$ cat src/rtl/add_sub_pkg.sv
// Shared types, constants and helpers for the pipelined adder/subtractor.
package add_sub_pkg;

    localparam logic ADD = 1'b0;
    localparam logic SUB = 1'b1;

    // Flags produced by the most significant slice.
    typedef struct packed {
        logic cout;
        logic ovf;
    } add_res_t;

    // Bits handled by each pipeline slice.
    function automatic int unsigned slice_w(int unsigned width, int unsigned stages);
        return width / stages;
    endfunction

endpackage

$ cat src/rtl/add_slice.sv
// Combinational SW-bit ripple of full-adder cells.
module add_slice #(
    parameter int unsigned SW = 4
) (
    input  logic [SW-1:0] a,
    input  logic [SW-1:0] bx,
    input  logic          ci,
    output logic [SW-1:0] s,
    output logic          co,
    output logic          c_msb_in
);

    logic [SW:0] w_c;

    // Ripple chain: w_c[i] is the carry into bit i.
    always_comb begin
        w_c    = '0;
        s      = '0;
        w_c[0] = ci;
        for (int i = 0; i < SW; i++) begin
            s[i]     = a[i] ^ bx[i] ^ w_c[i];
            w_c[i+1] = (a[i] & bx[i]) | (w_c[i] & (a[i] ^ bx[i]));
        end
    end

    assign co       = w_c[SW];
    assign c_msb_in = w_c[SW-1];

endmodule

$ cat src/rtl/add_sub_pipe.sv
// Pipelined WIDTH-bit adder/subtractor: one ripple slice per stage, carry
// registered between stages, operand skew and result deskew so all bits of an
// operation leave together. Valid/ready handshake with full backpressure.
module add_sub_pipe
    import add_sub_pkg::*;
#(
    parameter int unsigned WIDTH  = 8,
    parameter int unsigned STAGES = 2
) (
    input  logic             clk,
    input  logic             rst,
    input  logic             in_valid,
    output logic             in_ready,
    input  logic [WIDTH-1:0] a,
    input  logic [WIDTH-1:0] b,
    input  logic             cin,
    input  logic             sub,
    output logic             out_valid,
    input  logic             out_ready,
    output logic [WIDTH-1:0] sum,
    output logic             cout,
    output logic             ovf
);

    localparam int unsigned SW = slice_w(WIDTH, STAGES);

    if (STAGES < 1 || STAGES > WIDTH || (WIDTH % STAGES) != 0) begin : gen_param_err
        $error("add_sub_pipe: STAGES must divide WIDTH and lie in 1..WIDTH");
    end

    logic             w_adv;
    logic [WIDTH-1:0] w_bx;
    logic             w_c0;
    logic [STAGES-1:0] r_vld;

    // Whole pipeline moves together unless the output is stalled.
    assign w_adv     = !r_vld[STAGES-1] || out_ready;
    assign in_ready  = w_adv;
    assign out_valid = r_vld[STAGES-1];

    assign w_bx = (sub == ADD) ? b : ~b;
    assign w_c0 = (sub == ADD) ? cin : ~cin;

    // Per-stage valid bits shift with the pipeline; bubbles travel as-is.
    always_ff @(posedge clk) begin
        if (rst) begin
            r_vld <= '0;
        end else if (w_adv) begin
            r_vld[0] <= in_valid;
            for (int k = 1; k < STAGES; k++) begin
                r_vld[k] <= r_vld[k-1];
            end
        end
    end

    for (genvar k = 0; k < STAGES; k++) begin : gen_stage
        // Operand bits above slice k that later slices still need.
        localparam int unsigned HI = WIDTH - (k + 1) * SW;

        logic [SW-1:0]         w_a;
        logic [SW-1:0]         w_b;
        logic [SW-1:0]         w_s;
        logic                  w_ci;
        logic                  w_co;
        logic                  w_cm;
        logic [(k+1)*SW-1:0]   w_sum_nxt;
        logic [(k+1)*SW-1:0]   r_sum;

        if (k == 0) begin : gen_first
            assign w_a       = a[SW-1:0];
            assign w_b       = w_bx[SW-1:0];
            assign w_ci      = w_c0;
            assign w_sum_nxt = w_s;
        end else begin : gen_next
            assign w_a       = gen_stage[k-1].gen_skew.r_a[SW-1:0];
            assign w_b       = gen_stage[k-1].gen_skew.r_bx[SW-1:0];
            assign w_ci      = gen_stage[k-1].gen_skew.r_c;
            assign w_sum_nxt = {w_s, gen_stage[k-1].r_sum};
        end

        add_slice #(
            .SW(SW)
        ) u_slice (
            .a        (w_a),
            .bx       (w_b),
            .ci       (w_ci),
            .s        (w_s),
            .co       (w_co),
            .c_msb_in (w_cm)
        );

        // Partial result: low bits finished so far, deskewed toward the output.
        always_ff @(posedge clk) begin
            if (rst) begin
                r_sum <= '0;
            end else if (w_adv) begin
                r_sum <= w_sum_nxt;
            end
        end

        if (k < STAGES - 1) begin : gen_skew
            logic [HI-1:0] w_a_up;
            logic [HI-1:0] w_b_up;
            logic [HI-1:0] r_a;
            logic [HI-1:0] r_bx;
            logic          r_c;

            if (k == 0) begin : gen_src_in
                assign w_a_up = a[WIDTH-1:SW];
                assign w_b_up = w_bx[WIDTH-1:SW];
            end else begin : gen_src_prev
                assign w_a_up = gen_stage[k-1].gen_skew.r_a[HI+SW-1:SW];
                assign w_b_up = gen_stage[k-1].gen_skew.r_bx[HI+SW-1:SW];
            end

            // Operand skew and inter-slice carry.
            always_ff @(posedge clk) begin
                if (rst) begin
                    r_a  <= '0;
                    r_bx <= '0;
                    r_c  <= 1'b0;
                end else if (w_adv) begin
                    r_a  <= w_a_up;
                    r_bx <= w_b_up;
                    r_c  <= w_co;
                end
            end
        end else begin : gen_last
            add_res_t r_res;

            // Final carry and signed overflow from the top slice.
            always_ff @(posedge clk) begin
                if (rst) begin
                    r_res <= '0;
                end else if (w_adv) begin
                    r_res.cout <= w_co;
                    r_res.ovf  <= w_co ^ w_cm;
                end
            end
        end
    end

    assign sum  = gen_stage[STAGES-1].r_sum;
    assign cout = gen_stage[STAGES-1].gen_last.r_res.cout;
    assign ovf  = gen_stage[STAGES-1].gen_last.r_res.ovf;

endmodule

$ cat config.mk
export PLATFORM = sky130hd
export DESIGN_NAME = add_sub_pipe
export DESIGN_NICKNAME = d
export VERILOG_FILES = /design/src/rtl/add_sub_pkg.sv /design/src/rtl/add_slice.sv /design/src/rtl/add_sub_pipe.sv
export SDC_FILE = /design/constraint.sdc
export NUM_CORES = 1
export LEC_CHECK = 0
export BUFFER_PORTS_ARGS = -buffer_cell sky130_fd_sc_hd__clkbuf_2
export CAP_MARGIN = 40
export CORE_MARGIN = 2
export CORE_UTILIZATION = 45
export DETAILED_ROUTE_END_ITERATION = 7
export HOLD_SLACK_MARGIN = 0.08
export PLACE_DENSITY_LB_ADDON = 0.12
export REMOVE_ABC_BUFFERS = 1
export SLEW_MARGIN = 20
export SYNTH_ARGS = -nofsm -noshare
export SYNTH_HDL_FRONTEND = slang
export SYNTH_SLANG_ARGS = --single-unit
$ cat constraint.sdc
create_clock -name clk -period 2.9 [get_ports clk]
set_clock_uncertainty 0.15 [all_clocks]
set_input_delay 0.145 -clock clk [delete_from_list [all_inputs] [get_ports clk]]
set_output_delay 0.145 -clock clk [all_outputs]
set_load 0.01 [all_outputs]
== Word level (Yosys, flattened, before mapping) ==
Index checks and enable logic that the tools add are counted.
Operators by class
  bitwise operators: 43
  muxes and demuxes: 2
  reductions and logical operators: 2
Operators with widths (count)
  XOR 1 bit: 17
  AND 1 bit: 16
  two-way mux 8 bit: 1
  NOT 8 bit: 1
  bitwise OR 1 bit: 8
  logical NOT 1 bit: 1
  logical OR 1 bit: 1
  two-way mux 1 bit: 1
  NOT 1 bit: 1
Word-level totals
  output and inout bits: 12
  register bits: 25
  input bits: 22

== Logic depth before layout (Yosys ltp) ==
Gate-level depths: netlist of the first run.
  depth after elaboration: 11
  gate-level depth with buffers: 11
  mapped depth without buffers: 10

== Cells and area by module ==
From an unflattened synthesis of the first run, not the netlist that was laid out.
Unflattened totals
  cell total of the unflattened synthesis: 139
  area total of the unflattened synthesis: 1221.2 µm²
Modules (own cells, without submodules)
  add_sub_pipe: cells each 115, sequential area each 500.5 µm², area an instance 1001.0 µm², times used 1
  add_slice: cells each 12, sequential area each 0.0 µm², area an instance 110.1 µm², times used 2

== Worst setup path after synthesis of the first run ==
No wires, ideal clock.
  kind: input to register
  from: input sub
  to: register gen_stage[0].r_sum[3]
  setup time: 0.120 ns
  cell stages on the path: 11
  setup slack: 0.673 ns
  data arrival time: 1.957 ns
  buffers on the path: 1
  cell sequence: buf_6 -> xnor2_1 -> fa_1 -> inv_1 -> fa_1 -> inv_1 -> fa_1 -> inv_1 -> fa_1 -> nand2_1 -> a21oi_1
Between the ends
  longest elaborated chain between the ends: 9
  elaborated cells between the ends (all ways): 16
  classes of those cells: mux (2); bitwise (14)
RTL lines
  from (decl): line add_sub_pipe.sv:17  | input logic sub,
  two-way mux 8 bit: line add_sub_pipe.sv:41  | assign w_bx = (sub == ADD) ? b : ~b;
  XOR 1 bit: line add_slice.sv:22  | w_c[i+1] = (a[i] & bx[i]) | (w_c[i] & (a[i] ^ bx[i]));
  AND 1 bit: line add_slice.sv:22
  bitwise OR 1 bit: line add_slice.sv:22
  AND 1 bit: line add_slice.sv:22
  bitwise OR 1 bit: line add_slice.sv:22
  AND 1 bit: line add_slice.sv:22
  bitwise OR 1 bit: line add_slice.sv:22
  XOR 1 bit (*): line add_slice.sv:21  | s[i] = a[i] ^ bx[i] ^ w_c[i];
  net gen_stage[0].u_slice.s[3]: line add_slice.sv:8  | output logic [SW-1:0] s,
  to (signal assigned): line add_sub_pipe.sv:97  | r_sum <= w_sum_nxt;
  to (decl): line add_sub_pipe.sv:67  | logic [(k+1)*SW-1:0] r_sum;
The timed path passes the listed nets; every way through them passes the cells marked *.
A chain may end at the register's enable or synchronous reset.

== Worst setup path after layout of the first run ==
  from: register gen_stage[0].gen_skew.r_a[0]
  to: register gen_stage[1].r_sum[7], in the netlist sum[7]
Between the ends
  longest elaborated chain between the ends: 8
  elaborated cells between the ends (all ways): 9
  classes of those cells: bitwise (9)
RTL lines
  from (decl): line add_sub_pipe.sv:104  | logic [HI-1:0] r_a;
  from (signal assigned): line add_sub_pipe.sv:123  | r_a <= w_a_up;
  XOR 1 bit: line add_slice.sv:22
  AND 1 bit: line add_slice.sv:22
  bitwise OR 1 bit (*): line add_slice.sv:22
  AND 1 bit (*): line add_slice.sv:22
  bitwise OR 1 bit (*): line add_slice.sv:22
  AND 1 bit (*): line add_slice.sv:22
  bitwise OR 1 bit (*): line add_slice.sv:22
  XOR 1 bit (*): line add_slice.sv:21
  to (signal assigned): line add_sub_pipe.sv:97
  to (decl): line add_sub_pipe.sv:67
Mark *: on every way between the ends. The rest lies on a longest branch, timed or not.

==> results of run 1 <==
state kept, by name, summed over array words and instances, names as in the netlist:
| name | count |
|---|---|
| sum | 8 |
| gen_stage.gen_skew.r_c | 1 |
| gen_stage.gen_skew.r_bx | 4 |
| r_vld | 2 |
| gen_stage.gen_skew.r_a | 4 |
| gen_stage.r_sum | 4 |
| ovf | 1 |
| cout | 1 |
timing repair:
item,CTS,global route
setup endpoints to repair,0,0
endpoints found under the hold margin,20,0
hold buffers,15,0
cell families (layout without fill, tap and decap cells):
family,Yosys count,in the layout,share of synthesized area [%]
AO/OA/AOI/OAI,24,24,15.4
XOR/XNOR,10,10,7.19
adder cells (fa/ha/maj),8,8,13.2
buffers and inverters,22,65,9.35
flip-flops,25,25,41.1
AND/OR/NAND/NOR,42,42,13.8
cell usage in the layout, fill, tap and decap left out:
cell type,count
nand2_1,30
inv_1,12
a21oi_1,15
clkbuf_4,3
xor2_1,4
clkbuf_1,1
clkbuf_2,33
dfxtp_1,25
inv_2,1
xnor2_1,6
nor2b_4,1
fa_1,8
nor2_1,11
dlygate4sd3_1,15
a211oi_2,9
metal layers:
layer  routed length, um  GRT usage, %  part of all wire [%]  vias up
met3                  94          1.86                   4.2        5
li1                    -             -                     -      490
met4                  65          10.2                   2.9        0
met1                1020          19.6                    45      422
met2                1070          28.7                    48       26
met5                   0             0                     0        -
power breakdown:
group	internal [uW]	total, uW	switching, uW
Clock	54.0	161	107
Sequential	381	399	18.1
Combinational	87.4	174	86.8
Total	522	734	212
critical path, cell delays in order, from the launching register on:
cell      delay [ns]
dfxtp_1         0.35
fa_1            0.43
inv_1           0.08
fa_1            0.17
inv_1           0.05
fa_1            0.39
inv_1           0.09
fa_1            0.42
a211oi_2        0.18
cell type report:
cell class | count | share of cell area, %
clock buffers | 4 | 1.72
inverters | 13 | 3.19
multi-input cells | 84 | 39.4
flip-flops and latches | 25 | 32.7
well taps | 30 | 2.45
repair buffers | 48 | 20.6
through the flow:
| step | total power, uW | hold WS [ns] | instance area [um2] | util [%] | setup WS [ns] |
|---|---|---|---|---|---|
| 6_report | 734 | 0.0935 | 1530 | 60.7 | 0.524 |
| 3_5_place_dp | 568 | 0.236 | 1360 | 53.7 | 0.386 |
| 2_1_floorplan | 506 | 0.0596 | 1150 | - | 0.673 |
| 4_1_cts | 746 | 0.0910 | 1530 | 60.7 | 0.495 |
| 5_1_grt | 789 | 0.0966 | 1530 | 60.7 | 0.406 |
| 3_3_place_gp | 560 | 0.225 | 1360 | 53.7 | 0.448 |
how the worst max path moves through the flow:
stage	to	cells after the start
final	sum[7]$_SDFFE_PP0P_	8
after global routing	ovf$_SDFFE_PP0P_	10
after CTS	sum[7]$_SDFFE_PP0P_	8
after detailed placement	gen_stage[0].r_sum[3]$_SDFFE_PP0P_	11
after global placement	gen_stage[0].r_sum[3]$_SDFFE_PP0P_	11
after floorplan	sum[7]$_SDFFE_PP0P_	8
==> results.ini, run 1 <==
[setup_path]
startpoint=gen_stage[0].gen_skew.r_a[0]$_SDFFE_PP0P_
cp.arrival_ns=2.48
r2r_cells=8
rr_endpoint=sum[7]$_SDFFE_PP0P_
rrSetupSlack_ns=0.52
cp-start-kind=flip-flop
cp-end-kind=flip-flop
required_ns=3.00
cp_max_fo=2
r2r_start=gen_stage[0].gen_skew.r_a[0]$_SDFFE_PP0P_
crit_type=flip-flop to flip-flop

[logic_synthesis]
postSynthCellCount=131
synth.cell_area_um2=1220
yosysSeqAreaShare_pct=41.1
synthTopCellsByArea=dfxtp_1, fa_1, a211oi_2
synthTopCellsByCount=nand2_1, dfxtp_1, a21oi_1
syn_area_per_cell_um2=9.29
synthDistinctLibCells=14
synth.most_common_cell=nand2_1
synth-edff-count=0
synth-async-reset-ratio_pct=0
ys.flop_type=dfxtp_1
yosys_warnings=0
synth_top_area_share_pct=41.1
synth_seq_cells=25
synth_top_area_cell=dfxtp_1

[finish]
fillCellCount=240
area_delta_synth_final_pct=25.8
layout.nets=205
multiInputGateArea_um2=603
final_cells=204
antenna-diode-count=0
drive_gt1_share_pct=27.0
seqCellArea_um2=500

[cts]
clkTransAtPathRegs_ns=0.14
cts_tree=built
htreeDepth=1
cts_setup_buffers=0
root_buffer=clkbuf_4
cts_resized=0
cts-buffers-inserted=3
clk_path_buf_depth=2
clock_latency_ns=0.33
clock-sinks=25

[floorplanning]
initial_core_util_pct=48.3
rows=18
die_x_um=56.0
io_pins=34
die_h_um=56.0
die-area_um2=3140
coreArea_um2=2520

[timing]
worst_slew_pin_slew_ns=0.599
rsz0062_at_grt=no
slew_viol_final=0
fin_crit_sh_pct=81.9
maxSlewHeadroom_pct=60.1
post-route-min-period_ns=2.38
setup_viol=0
hold_viol=0
fmax_mhz=421
final.setup.tns_ns=0

[outcome]
status=finished clean

[placed_design]
dp_cells=185
place_congestion=0.664
dp_hpwl_mm=1.53
io_buffers=33

[min_path]
min_to=gen_stage[0].r_sum[2]$_SDFFE_PP0P_
min_from=a[2]
holdCritPathClass=primary input to flip-flop
min_path_cells=4

[power]
peakVddDrop_mv=0.346
power_density_nw_per_um2=479
p_leak_uw=0.000700

[global_route]
grt_pass1_wl_mm=4.14
grt_pass1_vias=970
grt_max_degree=31
grt_overflow=0
antenna_found_initial=0
grtUsageTotal_pct=16.7

[detailed_routing]
drt_wl_total_mm=2.25
vias=943
drtAntennaViolNets=0
viasPerCell=4.62
dr.first_iter.drc_count=23
wl_per_cell_um=11.0
drc_errors=0
firstDrtPassIters=4

[flow_run]
drv_cap=0

(Power assumes the default switching activity.)
==> inputs of run 2 (changes only) <==
--- a/config.mk
+++ b/config.mk
@@ -5,6 +5,7 @@
 export SDC_FILE = /design/constraint.sdc
 export NUM_CORES = 1
 export LEC_CHECK = 0
+export ABC_AREA = 1
 export BUFFER_PORTS_ARGS = -buffer_cell sky130_fd_sc_hd__clkbuf_2
 export CAP_MARGIN = 40
 export CORE_MARGIN = 2
==> constraint.sdc (replaced) <==
create_clock -name clk -period 2.11 [get_ports clk]
set_clock_uncertainty 0.15 [all_clocks]
set_input_delay 0.1055 -clock clk [delete_from_list [all_inputs] [get_ports clk]]
set_output_delay 0.1055 -clock clk [all_outputs]
set_load 0.01 [all_outputs]
==> run 2 against run 1 <==
  * The run now ends with negative setup slack left
  * Non-clock buffer count rose by 6
  * Worst hold slack improved by 0.040 ns
  * Worst setup slack got worse by 0.61 ns
  * Cell count rose by 24%
  * Critical endpoint unchanged
  * Largest power group unchanged
==> results.ini, run 2 <==
[logic_synthesis]
yosysSeqAreaShare_pct=35.9  ; -5.2 points
synth_top_area_cell=dfxtp_1
synth-edff-count=0  ; unchanged
synthAdderAreaFrac_pct=11.5  ; -1.7 points
synthTopCellsByArea=dfxtp_1, fa_1, nor2_1
synth.area.mux_share_pct=0  ; unchanged
synth-xor-area-share_pct=3.14  ; -4.0 points
synthDistinctLibCells=21  ; +7
yosys.area_share.simple_pct=26.6  ; +13 points
synth_compound_area_share_pct=11.1  ; -4.3 points
synth_seq_cells=25  ; unchanged
synth_top_area_share_pct=35.9  ; -5.2 points
synth_top_family_by_area=simple AND/OR/NAND/NOR gates
syn_area_per_cell_um2=8.29  ; -11%
synth.most_common_cell=nor2_1
synthTopCellsByCount=nor2_1, nand2_1, dfxtp_1
synth-async-reset-ratio_pct=0  ; unchanged
synth.cell_area_um2=1390  ; +14%
ys.flop_type=dfxtp_1
yosys_warnings=0  ; unchanged
postSynthCellCount=168  ; +28%

[setup_path]
rrSetupSlack_ns=-0.09  ; -0.61 ns
max_stage_delay_ns=0.41  ; -0.02 ns
cp_top_family=adder cells
cp_max_fo=2  ; unchanged
slowest_stage=fa_1
path_cells=fa_2, inv_2, fa_2, inv_2, fa_2, inv_2, fa_1, inv_1, nor2_1, nor2_2
crit_buf_inv=4  ; +1
crit_type=flip-flop to flip-flop
cp-end-kind=flip-flop
cp-start-kind=flip-flop
required_ns=2.23  ; -0.77 ns
cp.arrival_ns=2.31  ; -0.17 ns

[cts]
clkTransAtPathRegs_ns=0.13  ; about the same
root_buffer=clkbuf_4
htreeDepth=1  ; unchanged
cts-buffers-inserted=3  ; unchanged
clock-sinks=25  ; unchanged
clk_path_buf_depth=2  ; unchanged
clock_latency_ns=0.31  ; -0.02 ns
cts_tree=built

[flow_run]
drv_cap=0  ; unchanged

[global_route]
grtUsageTotal_pct=15.1  ; -1.5 points
grt_max_degree=28  ; -9.7%
antenna_found_initial=0  ; unchanged
grt_pass1_vias=1014  ; +4.5%
grt_overflow=0  ; unchanged
grt_pass1_wl_mm=4.05  ; -2.2%

[finish]
area_delta_synth_final_pct=27.0
antenna-diode-count=0  ; unchanged
largest_reg_flops=8  ; unchanged
final_common_cell=nor2_1
layout.nets=251  ; +22%
drive_gt1_share_pct=33.6  ; +6.6 points
layout_common_cells=nor2_1, clkbuf_2, nand2_1
final_cells=253  ; +24%

[placed_design]
io_buffers=33  ; unchanged
dp_slack_ns=-0.247  ; -0.633 ns
dp_cells=233  ; +26%
place_congestion=0.702  ; +5.7%

[timing]
setup_viol=2  ; +2
fin_hold_ws_ns=0.133  ; +0.0400 ns
rsz0062_at_grt=yes
slew_viol_final=0  ; unchanged
maxSlewHeadroom_pct=76.9  ; +17 points
worst_slew_pin_slew_ns=0.346  ; -0.252 ns
fin_crit_sh_pct=104  ; +22 points
post-route-min-period_ns=2.20  ; -0.178 ns
fmax_mhz=455  ; +8.1%
worst_slack_ns=-0.0882  ; -0.612 ns
hold_viol=0  ; unchanged

[outcome]
status=complete, but fails checks
violations=negative setup slack

[detailed_routing]
drt_wl_total_mm=2.43  ; +7.9%
wl_per_cell_um=9.61  ; -13%
vias=1129  ; +20%
firstDrtPassIters=4  ; unchanged
dr.first_iter.drc_count=22  ; -4.3%
drc_errors=0  ; unchanged
drtAntennaViolNets=0  ; unchanged
viasPerCell=4.46  ; -3.5%

[power]
peakVddDrop_mv=0.231  ; -33%
power_density_nw_per_um2=609  ; +27%
p_leak_uw=0.000894  ; +28%

[floorplanning]
coreArea_um2=3000  ; +19%
die-area_um2=3560  ; +13%
die_x_um=59.6  ; +6.5%
initial_core_util_pct=46.4  ; -1.9 points
die_h_um=59.6  ; +6.5%
io_pins=34  ; unchanged
rows=20  ; +2

[min_path]
holdCritPathClass=primary input to flip-flop

## run 2: cell types whose count changed after synthesis, sizes merged
cell    previous run  this run
nor2b              1         0
a21oi             15         1
o21bai             0        16
nand3              0         2
nor2              11        49
inv               13        26
clkbuf             0         1
xnor2              6         3
buf                9         5
nand3b             0         3
a211oi             9         0
xor2               4         2
nand2             30        27
## run 2: timing repair
action / in CTS / in global routing
pin swaps: 4 / 2
hold buffers: 14 / 0
gates resized for setup: 9 / 1
endpoints found under the hold margin: 17 / 0
setup buffers: 1 / 1
setup endpoints to repair: 3 / 4
## run 2: layer usage
layer | track usage (%) | up-vias | wire length (um) | share of wire (%)
met2 | 26.7 | 24 | 1230 | 51
met3 | 1.97 | 2 | 84 | 3.5
met4 | 7.62 | 0 | 27 | 1.1
met5 | 0 | - | 0 | 0
li1 | - | 600 | - | -
met1 | 17.9 | 503 | 1090 | 45
## run 2: final cells by class
cell class	count	area (um2)
Fill cell	292	1230
Timing Repair Buffer	54	358
Inverter	26	100
Clock buffer	3	22.5
Sequential cell	25	504
Tap cell	33	41.3
Multi-Input combinational cell	111	737
Clock inverter	1	5.00
## run 2: cell families (layout without fill, tap and decap cells)
kind of cell             Yosys count  after routing
XOR/XNOR                           5              5
flip-flops                        25             25
adder cells (fa/ha/maj)            8              8
buffers and inverters             32             84
AO/OA/AOI/OAI                     17             17
AND/OR/NAND/NOR                   81             81
## run 2: worst register-to-register path: stages (launching register included)
cell	delay [ns]
dfxtp_2	0.36
fa_2	0.38
inv_2	0.06
fa_2	0.18
inv_2	0.04
fa_2	0.34
inv_2	0.08
fa_1	0.41
inv_1	0.06
nor2_1	0.04
nor2_2	0.08
## run 2: stage by stage
step	TNS [ns]	power [uW]	cell area [um2]	util, %
floorplan	-0.112	746	1330	-
global placement	-0.463	836	1570	52.4
detailed placement	-0.643	845	1570	52.4
CTS	-0.213	1090	1760	58.6
global route	-0.380	1160	1770	58.9
finish	-0.121	1080	1770	58.9
## run 2: final timing paths
path,from,cells after the start,end
min reg2reg,r_vld[0]$_SDFFE_PP0P_,2,r_vld[1]$_SDFFE_PP0P_
max reg2reg,gen_stage[0].gen_skew.r_c$_SDFFE_PP0P_,10,sum[7]$_SDFFE_PP0P_
min,sub,6,gen_stage[0].gen_skew.r_bx[3]$_SDFFE_PP0P_
max,gen_stage[0].gen_skew.r_c$_SDFFE_PP0P_,10,sum[7]$_SDFFE_PP0P_
## run 2: power breakdown
group          switching, uW  internal (uW)
registers               28.9            526
clock network            141           70.8
logic                    155            155
total                    325            752
==> inputs of run 3 (changes only) <==
==> constraint.sdc (replaced) <==
create_clock -name clk -period 1.9 [get_ports clk]
set_clock_uncertainty 0.15 [all_clocks]
set_input_delay 0.095 -clock clk [delete_from_list [all_inputs] [get_ports clk]]
set_output_delay 0.095 -clock clk [all_outputs]
set_load 0.01 [all_outputs]
==> run 3 against run 2 <==
  * The flow still finishes with violations (negative setup slack)
  * Non-clock buffer count shrank 1
  * Maximum frequency is essentially flat
  * Worst hold slack worse by 0.049 ns
  * Combinational power up 13%
  * Global-route usage grew 1.4 points
  * Highest routed layer unchanged
==> results.ini, run 3 (synthesized netlist as in run 2, its figures left out) <==
[outcome]
status=complete, but fails checks
violations=negative setup slack

[setup_path]
rr_endpoint=sum[7]$_SDFFE_PP0P_
rrSetupSlack_ns=-0.30  ; -0.21 ns
cp-end-kind=flip-flop
r2r_cells=10  ; unchanged
slowest_stage=fa_1
crit_type=flip-flop to flip-flop
crit_buf_inv=4  ; unchanged
max_stage_delay_ns=0.40  ; about the same
cp_top_family=adder cells
path_cells=fa_2, inv_2, fa_2, inv_2, fa_2, inv_2, fa_1, inv_1, nor2_1, nor2_2
required_ns=2.02  ; -0.21 ns
r2r_start=gen_stage[0].gen_skew.r_c$_SDFFE_PP0P_
cp.arrival_ns=2.32  ; about the same
cp_max_fo=2  ; unchanged
cp-start-kind=flip-flop

[timing]
slew_viol_final=0  ; unchanged
fin_hold_ws_ns=0.0848  ; -0.0486 ns
fin_crit_sh_pct=116  ; +12 points
worst_slew_pin_slew_ns=0.358  ; +0.0111 ns
fmax_mhz=455  ; about the same
rsz0062_at_grt=yes
worst_slack_ns=-0.298  ; -0.210 ns
post-route-min-period_ns=2.20  ; +0.000198 ns
setup_viol=4  ; +2
hold_viol=0  ; unchanged
maxSlewHeadroom_pct=76.2  ; -0.74 points

[cts]
clk_path_buf_depth=2  ; unchanged
clock_latency_ns=0.31  ; about the same
htreeDepth=1  ; unchanged
cts-buffers-inserted=3  ; unchanged
root_buffer=clkbuf_4
clock-sinks=25  ; unchanged
clkTransAtPathRegs_ns=0.14  ; about the same
cts_tree=built

[finish]
largest_reg_flops=8  ; unchanged
layout_common_cells=nor2_1, clkbuf_2, nand2_1
area_delta_synth_final_pct=28.6
final_common_cell=nor2_1
layout.nets=250  ; -0.40%
final_area_um2=1790  ; +1.3%
drive_gt1_share_pct=35.6  ; +2.0 points
antenna-diode-count=0  ; unchanged
utilization_pct=59.6  ; +0.75 points

[min_path]
holdCritPathClass=primary input to flip-flop
min_from=a[1]
min_path_cells=4  ; -2
min_to=gen_stage[0].r_sum[1]$_SDFFE_PP0P_

[global_route]
grtUsageTotal_pct=16.5  ; +1.4 points
antenna_found_initial=0  ; unchanged
grt_pass1_wl_mm=4.43  ; +9.4%
grt_max_degree=28  ; unchanged
grt_overflow=0  ; unchanged
grt_pass1_vias=1095  ; +8.0%

[detailed_routing]
drc_errors=0  ; unchanged
vias=1148  ; +1.7%
wl_per_cell_um=10.1  ; +5.1%
drt_wl_total_mm=2.54  ; +4.6%
dr.first_iter.drc_count=23  ; +4.5%
drtAntennaViolNets=0  ; unchanged
firstDrtPassIters=4  ; unchanged
viasPerCell=4.56  ; +2.1%

[power]
peakVddDrop_mv=0.308  ; +33%
p_leak_uw=0.000898  ; +0.46%
pwr-share-clk_pct=19.5  ; about the same
power_density_nw_per_um2=669  ; +9.8%
p_comb_share_pct=29.1  ; +0.3 points
switchingPower_uw=360  ; +11%
switching_share_pct=30.0  ; -0.13 points
p_int_uw=837  ; +11%
power.share.sequential_pct=51.4  ; -0.2 points

[floorplanning]
die-area_um2=3560  ; unchanged
initial_core_util_pct=46.4  ; unchanged
die_h_um=59.6  ; unchanged
io_pins=34  ; unchanged
die_x_um=59.6  ; unchanged
rows=20  ; unchanged
coreArea_um2=3000  ; unchanged

[flow_run]
drv_cap=0  ; unchanged

[placed_design]
io_buffers=33  ; unchanged
dp_slack_ns=-0.466  ; -0.220 ns
place_congestion=0.724  ; +3.1%
dp_hpwl_mm=1.81
place_area_um2=1580  ; +0.48%

run 3: cell count changes in the layout (fill, tap and decap cells not counted), moves of 2 or more:
cell / before / now
fa_1: 5 / 2
fa_2: 3 / 6
xnor2_1: 3 / 1
xnor2_2: 0 / 2
run 3: layer usage:
layer  wire [um]  vias up  track usage (%)
li1            -      602                -
met1        1150      516             19.1
met2        1280       26             30.6
met5           0        -                0
met3          79        4             1.97
met4          42        0             6.67
run 3: worst reg2reg max path, delay by kind of cell, from the launching register on:
family        cells  cell delay [ns]
fa+ha+maj         4             1.31
buf+inv           4             0.23
flops             1             0.35
simple gates      2             0.12
run 3: final cells by class:
type / count / area, um2
Clock buffer: 4 / 26.3
Timing Repair Buffer: 53 / 359
Multi-Input combinational cell: 111 / 759
Sequential cell: 25 / 504
Fill cell: 293 / 1210
Inverter: 26 / 100
Tap cell: 33 / 41.3
run 3: metrics by stage:
| step | setup TNS, ns | total power (uW) | instances |
|---|---|---|---|
| 6_report | -0.742 | 1200 | 252 |
| 3_3_place_gp | -1.57 | 930 | 234 |
| 3_5_place_dp | -1.89 | 942 | 234 |
| 4_1_cts | -0.912 | 1220 | 253 |
| 2_1_floorplan | -0.877 | 829 | 162 |
| 5_1_grt | -1.16 | 1300 | 252 |
run 3: power by group through the flow:
stage | clock network, uW | registers [uW] | logic [uW]
floorplan | 0 | 640 | 189
global route | 271 | 624 | 401
global placement | 0 | 624 | 306
detailed placement | 0 | 627 | 315
finish | 233 | 616 | 349
CTS | 246 | 616 | 362
run 3: repair_timing:
item | 4_1_cts | 5_1_grt
hold endpoints to repair | 13 | 0
gates cloned | 0 | 0
gates resized for setup | 17 | 1
pin swaps | 8 | 4
hold buffers | 15 | 0
setup endpoints to repair | 5 | 7
setup buffers | 0 | 0
run 3: how the worst max path moves through the flow:
| stage | start | endpoint | slack (ns) | depth (start not counted) |
|---|---|---|---|---|
| 6_report | gen_stage[0].gen_skew.r_c$_SDFFE_PP0P_ | sum[7]$_SDFFE_PP0P_ | -0.30 | 10 |
| 5_1_grt | gen_stage[0].gen_skew.r_c$_SDFFE_PP0P_ | sum[7]$_SDFFE_PP0P_ | -0.39 | 10 |
| 4_1_cts | gen_stage[0].gen_skew.r_c$_SDFFE_PP0P_ | sum[7]$_SDFFE_PP0P_ | -0.35 | 10 |
| 3_5_place_dp | sub | gen_stage[0].r_sum[3]$_SDFFE_PP0P_ | -0.47 | 11 |
| 3_3_place_gp | sub | gen_stage[0].r_sum[3]$_SDFFE_PP0P_ | -0.43 | 11 |
| 2_1_floorplan | gen_stage[0].gen_skew.r_a[0]$_SDFFE_PP0P_ | sum[7]$_SDFFE_PP0P_ | -0.32 | 10 |
